==> src/rtl/conv_channel_accum.sv <==
// Channel accumulator: sums NUM_CH partial sums, adds bias, rounds/rescales, activates, handshakes one pixel out.
// Optional ReLU activation enabled by defining CONV_RELU_EN; default build saturates to a signed OUT_W result.
module conv_channel_accum #(
    parameter int IN_W   = 21,
    parameter int NUM_CH = 8,
    parameter int ACC_W  = 26,
    parameter int BIAS_W = 16,
    parameter int SHIFT  = 8,
    parameter int OUT_W  = 8
) (
    input  logic              clk,
    input  logic              rst,
    input  logic [IN_W-1:0]   partial_sum,
    input  logic              sum_valid,
    input  logic [BIAS_W-1:0] bias,
    input  logic              out_ready,
    output logic [OUT_W-1:0]  result,
    output logic              result_valid,
    output logic              busy,
    output logic              drop
);

    localparam int CW = $clog2(NUM_CH + 1);
    localparam logic signed [ACC_W:0] RND = (ACC_W+1)'(64'sd1 <<< (SHIFT - 1));
`ifdef CONV_RELU_EN
    localparam logic signed [ACC_W:0] UMAX = (ACC_W+1)'((64'sd1 <<< OUT_W) - 64'sd1);
`else
    localparam logic signed [ACC_W:0] SMAX = (ACC_W+1)'((64'sd1 <<< (OUT_W - 1)) - 64'sd1);
    localparam logic signed [ACC_W:0] SMIN = (ACC_W+1)'(-(64'sd1 <<< (OUT_W - 1)));
`endif

    typedef enum logic [2:0] {IDLE, ACCUM, BIAS, SCALE, OUT} state_t;

    state_t                   state_q;
    logic signed [ACC_W-1:0]  acc_q;
    logic [CW-1:0]            cnt_q;
    logic [OUT_W-1:0]         result_q;
    logic                     result_valid_q;
    logic                     drop_q;

    logic signed [ACC_W-1:0]  ps_ext;
    logic signed [ACC_W-1:0]  bias_ext;
    logic signed [ACC_W:0]    scaled_d;
    logic [OUT_W-1:0]         sat_d;
    logic                     busy_d;

    // Round half up, then floor via arithmetic shift; one guard bit keeps the rounding add from wrapping.
    function automatic logic signed [ACC_W:0] round_shift(input logic signed [ACC_W-1:0] a);
        logic signed [ACC_W:0] s;
        s = {a[ACC_W-1], a} + RND;
        return s >>> SHIFT;
    endfunction

    function automatic logic [OUT_W-1:0] saturate(input logic signed [ACC_W:0] t);
`ifdef CONV_RELU_EN
        if (t < 0)
            return '0;
        else if (t > UMAX)
            return '1;
        else
            return t[OUT_W-1:0];
`else
        if (t > SMAX)
            return {1'b0, {(OUT_W-1){1'b1}}};
        else if (t < SMIN)
            return {1'b1, {(OUT_W-1){1'b0}}};
        else
            return t[OUT_W-1:0];
`endif
    endfunction

    assign ps_ext   = {{(ACC_W-IN_W){partial_sum[IN_W-1]}}, partial_sum};
    assign bias_ext = {{(ACC_W-BIAS_W){bias[BIAS_W-1]}}, bias};
    assign scaled_d = round_shift(acc_q);
    assign sat_d    = saturate(scaled_d);
    assign busy_d   = (state_q == BIAS) || (state_q == SCALE) || (state_q == OUT);

    always_ff @(posedge clk) begin
        if (rst) begin
            state_q        <= IDLE;
            acc_q          <= '0;
            cnt_q          <= '0;
            result_q       <= '0;
            result_valid_q <= 1'b0;
            drop_q         <= 1'b0;
        end else begin
            // Sums arriving while the pixel is being finished are discarded and flagged.
            drop_q <= sum_valid && busy_d;
            case (state_q)
                IDLE: begin
                    if (sum_valid) begin
                        acc_q   <= ps_ext;
                        cnt_q   <= CW'(1);
                        state_q <= (NUM_CH == 1) ? BIAS : ACCUM;
                    end
                end
                ACCUM: begin
                    if (sum_valid) begin
                        acc_q <= acc_q + ps_ext;
                        cnt_q <= cnt_q + CW'(1);
                        if (cnt_q == CW'(NUM_CH - 1))
                            state_q <= BIAS;
                    end
                end
                BIAS: begin
                    acc_q   <= acc_q + bias_ext;
                    state_q <= SCALE;
                end
                SCALE: begin
                    result_q       <= sat_d;
                    result_valid_q <= 1'b1;
                    state_q        <= OUT;
                end
                OUT: begin
                    if (out_ready) begin
                        result_valid_q <= 1'b0;
                        cnt_q          <= '0;
                        state_q        <= IDLE;
                    end
                end
                default: state_q <= IDLE;
            endcase
        end
    end

    assign result       = result_q;
    assign result_valid = result_valid_q;
    assign busy         = busy_d;
    assign drop         = drop_q;

endmodule

==> config.mk <==
export PLATFORM = sky130hd
export DESIGN_NAME = conv_channel_accum
export DESIGN_NICKNAME = d
export VERILOG_FILES = /design/src/rtl/conv_channel_accum.sv
export SDC_FILE = /design/constraint.sdc
export NUM_CORES = 1
export LEC_CHECK = 0
export CAP_MARGIN = 40
export CORE_MARGIN = 2
export CORE_UTILIZATION = 45
export CTS_CLUSTER_DIAMETER = 200
export CTS_CLUSTER_SIZE = 16
export DETAILED_ROUTE_END_ITERATION = 8
export PLACE_DENSITY = 0.69
export SETUP_SLACK_MARGIN = 0.05
export SLEW_MARGIN = 20
export SYNTH_ARGS = -nofsm -noshare
export SYNTH_HDL_FRONTEND = slang
export SYNTH_SLANG_ARGS = --single-unit
==> constraint.sdc <==
create_clock -name clk -period 3.55 [get_ports clk]
set_clock_uncertainty 0.15 [all_clocks]
set_input_delay 0.71 -clock clk [delete_from_list [all_inputs] [get_ports clk]]
set_output_delay 0.71 -clock clk [all_outputs]
set_load 0.01 [all_outputs]
# Yosys cells after proc, flatten, opt, wreduce, memory -nomap -nowiden

Cells that the tools add are included.
Widths: inputs -> output; s select.

Bits in registers: 43
Latch bits: 0
Memory bits (writable): 0
Memory bits (read-only): 0
Input port bits: 41
Logic and storage cells: 48
Memories kept: 0

$add $sub $neg: 4
Multipliers: 0
Divide/modulo/power cells: 0
Order comparisons: 2
Equality and inequality tests: 9
Shifts and indexed selects: 0
Muxes and demuxes: 16
Bitwise logic cells: 0
Reduce and logical (&&, ||, !) cells: 11

Operators by type and width:

| cell                  | count |
|---|---|
| $pmux 26 s3           | 1 |
| $mux 26               | 2 |
| $add 26x9->27 const B | 1 |
| $add 26x16->26        | 1 |
| $add 26x21->26        | 1 |
| $gt 19x8->1 const B   | 1 |
| $lt 19x8->1 const B   | 1 |
| $mux 8                | 2 |
| $pmux 3 s5            | 1 |
| $mux 3                | 4 |
| $mux 4                | 3 |
| $pmux 4 s3            | 1 |
| $ne 2x2->1 const B    | 4 |
| $reduce_and 4->1      | 2 |
| $eq 3x2->1 const B    | 2 |
| $reduce_bool 3->1     | 2 |
| $add 4x1->4 const B   | 1 |
| $eq 4x3->1 const B    | 1 |
| $eq 3x1->1 const B    | 1 |
| $eq 3x3->1 const B    | 1 |
| $logic_not 3->1       | 1 |
| $reduce_and 3->1      | 1 |
| $logic_or 1x1->1      | 2 |
| $pmux 1 s2            | 1 |
| 4 further kinds       | 4 |

# Logic depth before layout (Yosys ltp)

Gate-level depths: netlist (run 1).

Depth after elaboration: 4
Mapped depth: 18
Mapped depth without buffers: 16

# Worst setup path after synthesis (run 1)

No wires, ideal clock.

Path kind: register -> register
Start: reg state_q[0]
End: reg acc_q[24]
Data arrival time: 3.543 ns
Slack: -0.244 ns
Cell stages (with the launch flop): 19
Period minus slack after synthesis: 3.794 ns
Cell sequence: dfxtp_1 -> buf_2 -> nand2b_1 -> nor2_1 -> clkbuf_1 -> nand2_1 -> nand2_1 -> ha_1 -> inv_1 -> fa_1 -> nor2b_1 -> o31ai_1 -> a21oi_1 -> nor3_1 -> o31ai_1 -> a41o_1 -> a31oi_1 -> xor2_1 -> o41ai_1

Word-level cells in the longest chain between the ends: 3

RTL lines:

| element                                                                 | line | RTL |
|---|---|---|
| start, declared                                                         | 34   | `state_t state_q;` |
| start signal, assigned                                                  | 94   | `state_q <= (NUM_CH == 1) ? BIAS : ACCUM;` |
| $eq 3x1->1, or another cell as far along                                | 89   | `case (state_q)` |
| $ne 2x2->1 (no source line) / $reduce_bool 3->1 (equally long branches) | --   |  |
| $reduce_and 3->1 (no source line)                                       | --   |  |
| end signal, assigned                                                    | 92   | `acc_q <= ps_ext;` |
| end signal, assigned                                                    | 99   | `acc_q <= acc_q + ps_ext;` |
| end signal, assigned                                                    | 106  | `acc_q <= acc_q + bias_ext;` |
| end, declared                                                           | 35   | `logic signed [ACC_W-1:0] acc_q;` |

Parallel ways exist; a longest one is shown, timed or not.
A chain may end at the register's enable or synchronous reset.

# Worst setup path in the final report (run 1)

Start: in bias[10]
End: reg acc_q[23]

Word-level cells in the longest chain between the ends: 2

RTL lines:

| element         | line | RTL |
|---|---|---|
| start, declared | 15   | `input logic [BIAS_W-1:0] bias,` |
| $add 26x16->26  | 106  |  |
| $pmux 26 s3     | 89   |  |

No other way between the ends.

==> results of run 1 <==
## power by group through the flow
stage          registers, mW  clock network, mW  logic, mW
2_1_floorplan          0.684                  0       1.27
3_3_place_gp           0.734                  0       1.80
3_5_place_dp           0.738                  0       1.84
4_1_cts                0.729              0.467       1.88
5_1_grt                0.764              0.488       2.27
6_report               0.746              0.463       2.06
## how the worst max path moves through the flow
stage                     depth (start not counted)         to  slack [ns]      startpoint
after floorplan                                  18  acc_q[24]        0.05      state_q[0]
after global placement                           15  acc_q[24]       -0.27  partial_sum[0]
after detailed placement                         15  acc_q[24]       -0.36  partial_sum[0]
after CTS                                        15  acc_q[24]        0.02  partial_sum[0]
after global routing                             17  acc_q[24]       -0.17      state_q[0]
final                                            13  acc_q[23]         0.1        bias[10]
## state kept, by name, summed over array words and instances, names as in the netlist
| signal | cells |
|---|---|
| result_valid | 1 |
| cnt_q | 4 |
| drop | 1 |
| acc_q | 26 |
| result | 8 |
| state_q | 3 |
## critical path, cell delays in order
cell and delay [ns]:
sky130_fd_sc_hd__clkdlybuf4s50_1 0.46, sky130_fd_sc_hd__nand2_1 0.06, sky130_fd_sc_hd__nand2_2 0.07, sky130_fd_sc_hd__ha_4 0.22
sky130_fd_sc_hd__a211oi_2 0.23, sky130_fd_sc_hd__o211ai_1 0.15, sky130_fd_sc_hd__nor3_2 0.17, sky130_fd_sc_hd__o21ai_1 0.10
sky130_fd_sc_hd__a21o_1 0.19, sky130_fd_sc_hd__a221oi_2 0.30, sky130_fd_sc_hd__o22ai_1 0.13, sky130_fd_sc_hd__or4_1 0.50
sky130_fd_sc_hd__a311oi_2 0.26
## cell type report
type	instances	area, µm²
multi-input cells	443	3017
fillers	705	3004
inverters	19	71.32
repair buffers	119	1035
well taps	105	131.4
flip-flops and latches	43	867.1
clock inverters	2	60.06
clock buffers	6	72.57
## metrics by stage
step / setup TNS [ns] / utilization
floorplan: 0 / -
global placement: -1.493 / 0.5853
detailed placement: -1.917 / 0.5853
CTS: 0 / 0.6050
global route: -0.2467 / 0.6362
finish: 0 / 0.6362
## cells in the final DEF (no fill, tap or decap), types with 10 or more instances in the layout
cell type / n
sky130_fd_sc_hd__xnor2_1: 21
sky130_fd_sc_hd__nor3_1: 15
sky130_fd_sc_hd__clkdlybuf4s50_1: 43
sky130_fd_sc_hd__ha_1: 22
sky130_fd_sc_hd__dfxtp_1: 40
sky130_fd_sc_hd__o21ai_0: 10
sky130_fd_sc_hd__a21oi_1: 32
sky130_fd_sc_hd__a211oi_1: 13
sky130_fd_sc_hd__nand2_1: 97
sky130_fd_sc_hd__buf_4: 66
sky130_fd_sc_hd__a21o_1: 13
sky130_fd_sc_hd__inv_1: 16
sky130_fd_sc_hd__xor2_1: 12
sky130_fd_sc_hd__nor2_1: 56
## repair_timing
item / CTS / global route
setup buffers: 1 / 6
endpoints found under the setup margin: 2 / 10
hold endpoints to repair: 0 / 0
resized for setup: 3 / 49
pin swaps: 2 / 30
cloned: 0 / 1
## metal layers
| metal | global-route usage | share of wire | vias up | wire, µm |
|---|---|---|---|---|
| li1 | - | - | 2105 | - |
| met1 | 0.3011 | 0.45 | 2014 | 5120 |
| met2 | 0.4433 | 0.49 | 96 | 5573 |
| met3 | 0.04422 | 0.042 | 16 | 480 |
| met4 | 0.05986 | 0.011 | 0 | 122 |
| met5 | 0 | 0 | - | 0 |
## logic make-up (layout without fill, tap and decap cells)
family | after synthesis | after routing | synth area share
buffers and inverters | 46 | 146 | 0.04722
adder cells (fa/ha/maj) | 31 | 31 | 0.1029
flip-flops | 43 | 43 | 0.2240
XOR/XNOR | 33 | 33 | 0.07522
multiplexers | 3 | 3 | 0.008141
AO/OA/AOI/OAI | 141 | 141 | 0.2602
AND/OR/NAND/NOR | 235 | 235 | 0.2823
==> results.txt, run 1 <==
* Setup CP Type: input port to flop
- Area growth syn-to-layout: 36.73%
- In this run the worst path has a maximum fanout of 5.
- The number of antenna violations at the first check in global routing came to 0.
* Clock network power share: 0.142
* Final count of hold timing violations: 0
- Across all setup checks in the final design, the least slack found is slightly below 0.1 ns.
- Synthesis Warnings: 0
* Most area-consuming cells after synthesis: sky130_fd_sc_hd__dfxtp_1, sky130_fd_sc_hd__nand2_1, sky130_fd_sc_hd__ha_1
- The die is approximately 96 µm tall.
* Synth async-reset ratio: 0
- Leakage power summed over all cells: around 2.3 nW
* Number of vias after detailed routing: 4231
- Counting cells, the worst reg-to-reg path comes to 15.
- The share of total power dissipated in sequential elements is 0.228.
- In the final layout, the share of cells above drive strength 1 is 0.2152.
- The count of cells in the finished layout, fillers not included, comes to 737.
- The startpoint identified for the worst register-to-register timing path is state_q[0].
- The number of placed instances, taps included, is around 720.
* H-tree level count: 2
- The floorplan step defined a core boundary enclosing just over 8000 µm².
* First-pass GRT wire length: ~18000 µm
- The root buffer cell chosen for the clock tree is sky130_fd_sc_hd__clkbuf_8.
- In this run the critical register-to-register path is captured at acc_q[23].
- Setup slack on the worst flop-to-flop path: approximately 0.15 ns
- Max transition margin: 0.4825
- Overall global routing resource usage: 0.2456
- Aggregate routed wire length: 11300 µm
* Post-Place Cell Area: between 4000 and 5000 µm²
- Setup violations remaining at the end of the flow were counted as 0.
- The design draws about 3.3 mW.
- Fraction of power consumed by combinational cells: 0.630
* VDD IR-drop max: between 0.3 and 0.4 mV
- Count of distinct cell types in the synthesized netlist: 64
- Cell Pwr Density: about 620 nW/µm²
- Number of rows created at floorplan: 33
- Share of the synthesized area in the top cell type: 0.2240
- Dividing the detail-routed wire length by the instance count gives roughly 15 µm.
- Effective utilization at floorplan: 0.4653
- The cell area that synthesis handed to floorplanning was 3842 µm².
- Ratio of final minimum period to clock period: 0.9725
- Die area: ~9300 µm²
- The worst hold path passes through 2 cells.
- Max-slew violations: 0
* Actual slew at the worst max-slew pin: 0.7711 ns
- Critical Path Source Type: input port
* Number of flops mapped to enable cells by yosys: 0
- The startpoint identified for the worst hold timing path is result[7].
- Post-layout minimum cycle time: about 3.5 ns
- Vias per inst: 5.741
* Count of antenna diodes in the layout: 0
- Horizontal extent of the die: approximately 96 µm
- The first detailed-routing pass took 5 iterations.
- Yosys instantiated no cell more often than sky130_fd_sc_hd__nand2_1.
- Min-Delay Path Class: flop to flop
- Among all flip-flop cells after synthesis, the most frequent one is sky130_fd_sc_hd__dfxtp_1.
* Register area share after synthesis: 0.2240
* Sw Share: 0.4347
- Entering global routing, the biggest net connects 26 pins.
- The later pin in the worst-skew pair is clocked with a latency of approximately 0.31 ns.
- Post-route DRC violation count: 0
- At the end of routability-driven placement, the weighted congestion stood at ~0.94.
* Total global routing overflow: 0
- TritonCTS built the clock tree.
- Buffers inserted to repair hold after CTS numbered 0.
- Data on the critical path arrives at its endpoint at 3.54 ns.
- Post-CTS clock slew at the launch and capture registers of the worst setup and hold paths: ~0.090 ns
- Critical path capture point type: flop
- The biggest area contributor in the post-synthesis netlist is sky130_fd_sc_hd__dfxtp_1.
- Number of nets still failing antenna checks after routing: 0
- Commonest cells in the netlist: sky130_fd_sc_hd__nand2_1, sky130_fd_sc_hd__nor2_1, sky130_fd_sc_hd__dfxtp_1, sky130_fd_sc_hd__a21oi_1, sky130_fd_sc_hd__ha_1
* DRT iter0 DRCs: 259
- The internal portion of the total power is ~1.8 mW.
* Data required time of the worst path: approximately 3.6 ns
- NumNets Final: 703
- In this run the mean area of a mapped cell was a little over 7 µm².
- Number of CTS-inserted buffers: 5
* Total half-perimeter wirelength after legalization and detailed placement: ~8300 µm
* Max Fclk: between 0.2 and 0.3 GHz
- I/O Pins: 52
- # Max-Cap Violations: 0
- The count of buffers added on input and output ports is 51.
- Worst Hold Endpoint: result[7]
- Net Count, Synth: 604
- Setup slack after placement: -0.3584 ns
- Result of the run: finished clean
- CTS saw 43 sinks.
- The tightest hold path in the finished design has a slack of 0.3163 ns.
* Area of all placed cells without fillers: ~5300 µm²
- Total net switching power: roughly 1.4 mW
- No sink is reached through more buffers than the 2 on the longest clock path.
* Total of flip-flops plus latches after synthesis: 43
* Cell count after synthesis: approximately 530
- Via count of the first global-routing pass: about 4000
Note: power is estimated with default switching activity, not from simulation.
==> inputs of run 2 (changes only) <==
- SKIP_LAST_GASP: not set -> 1
==> results of run 2 <==
Final layout, timing and power as in run 1 (identical DEF).
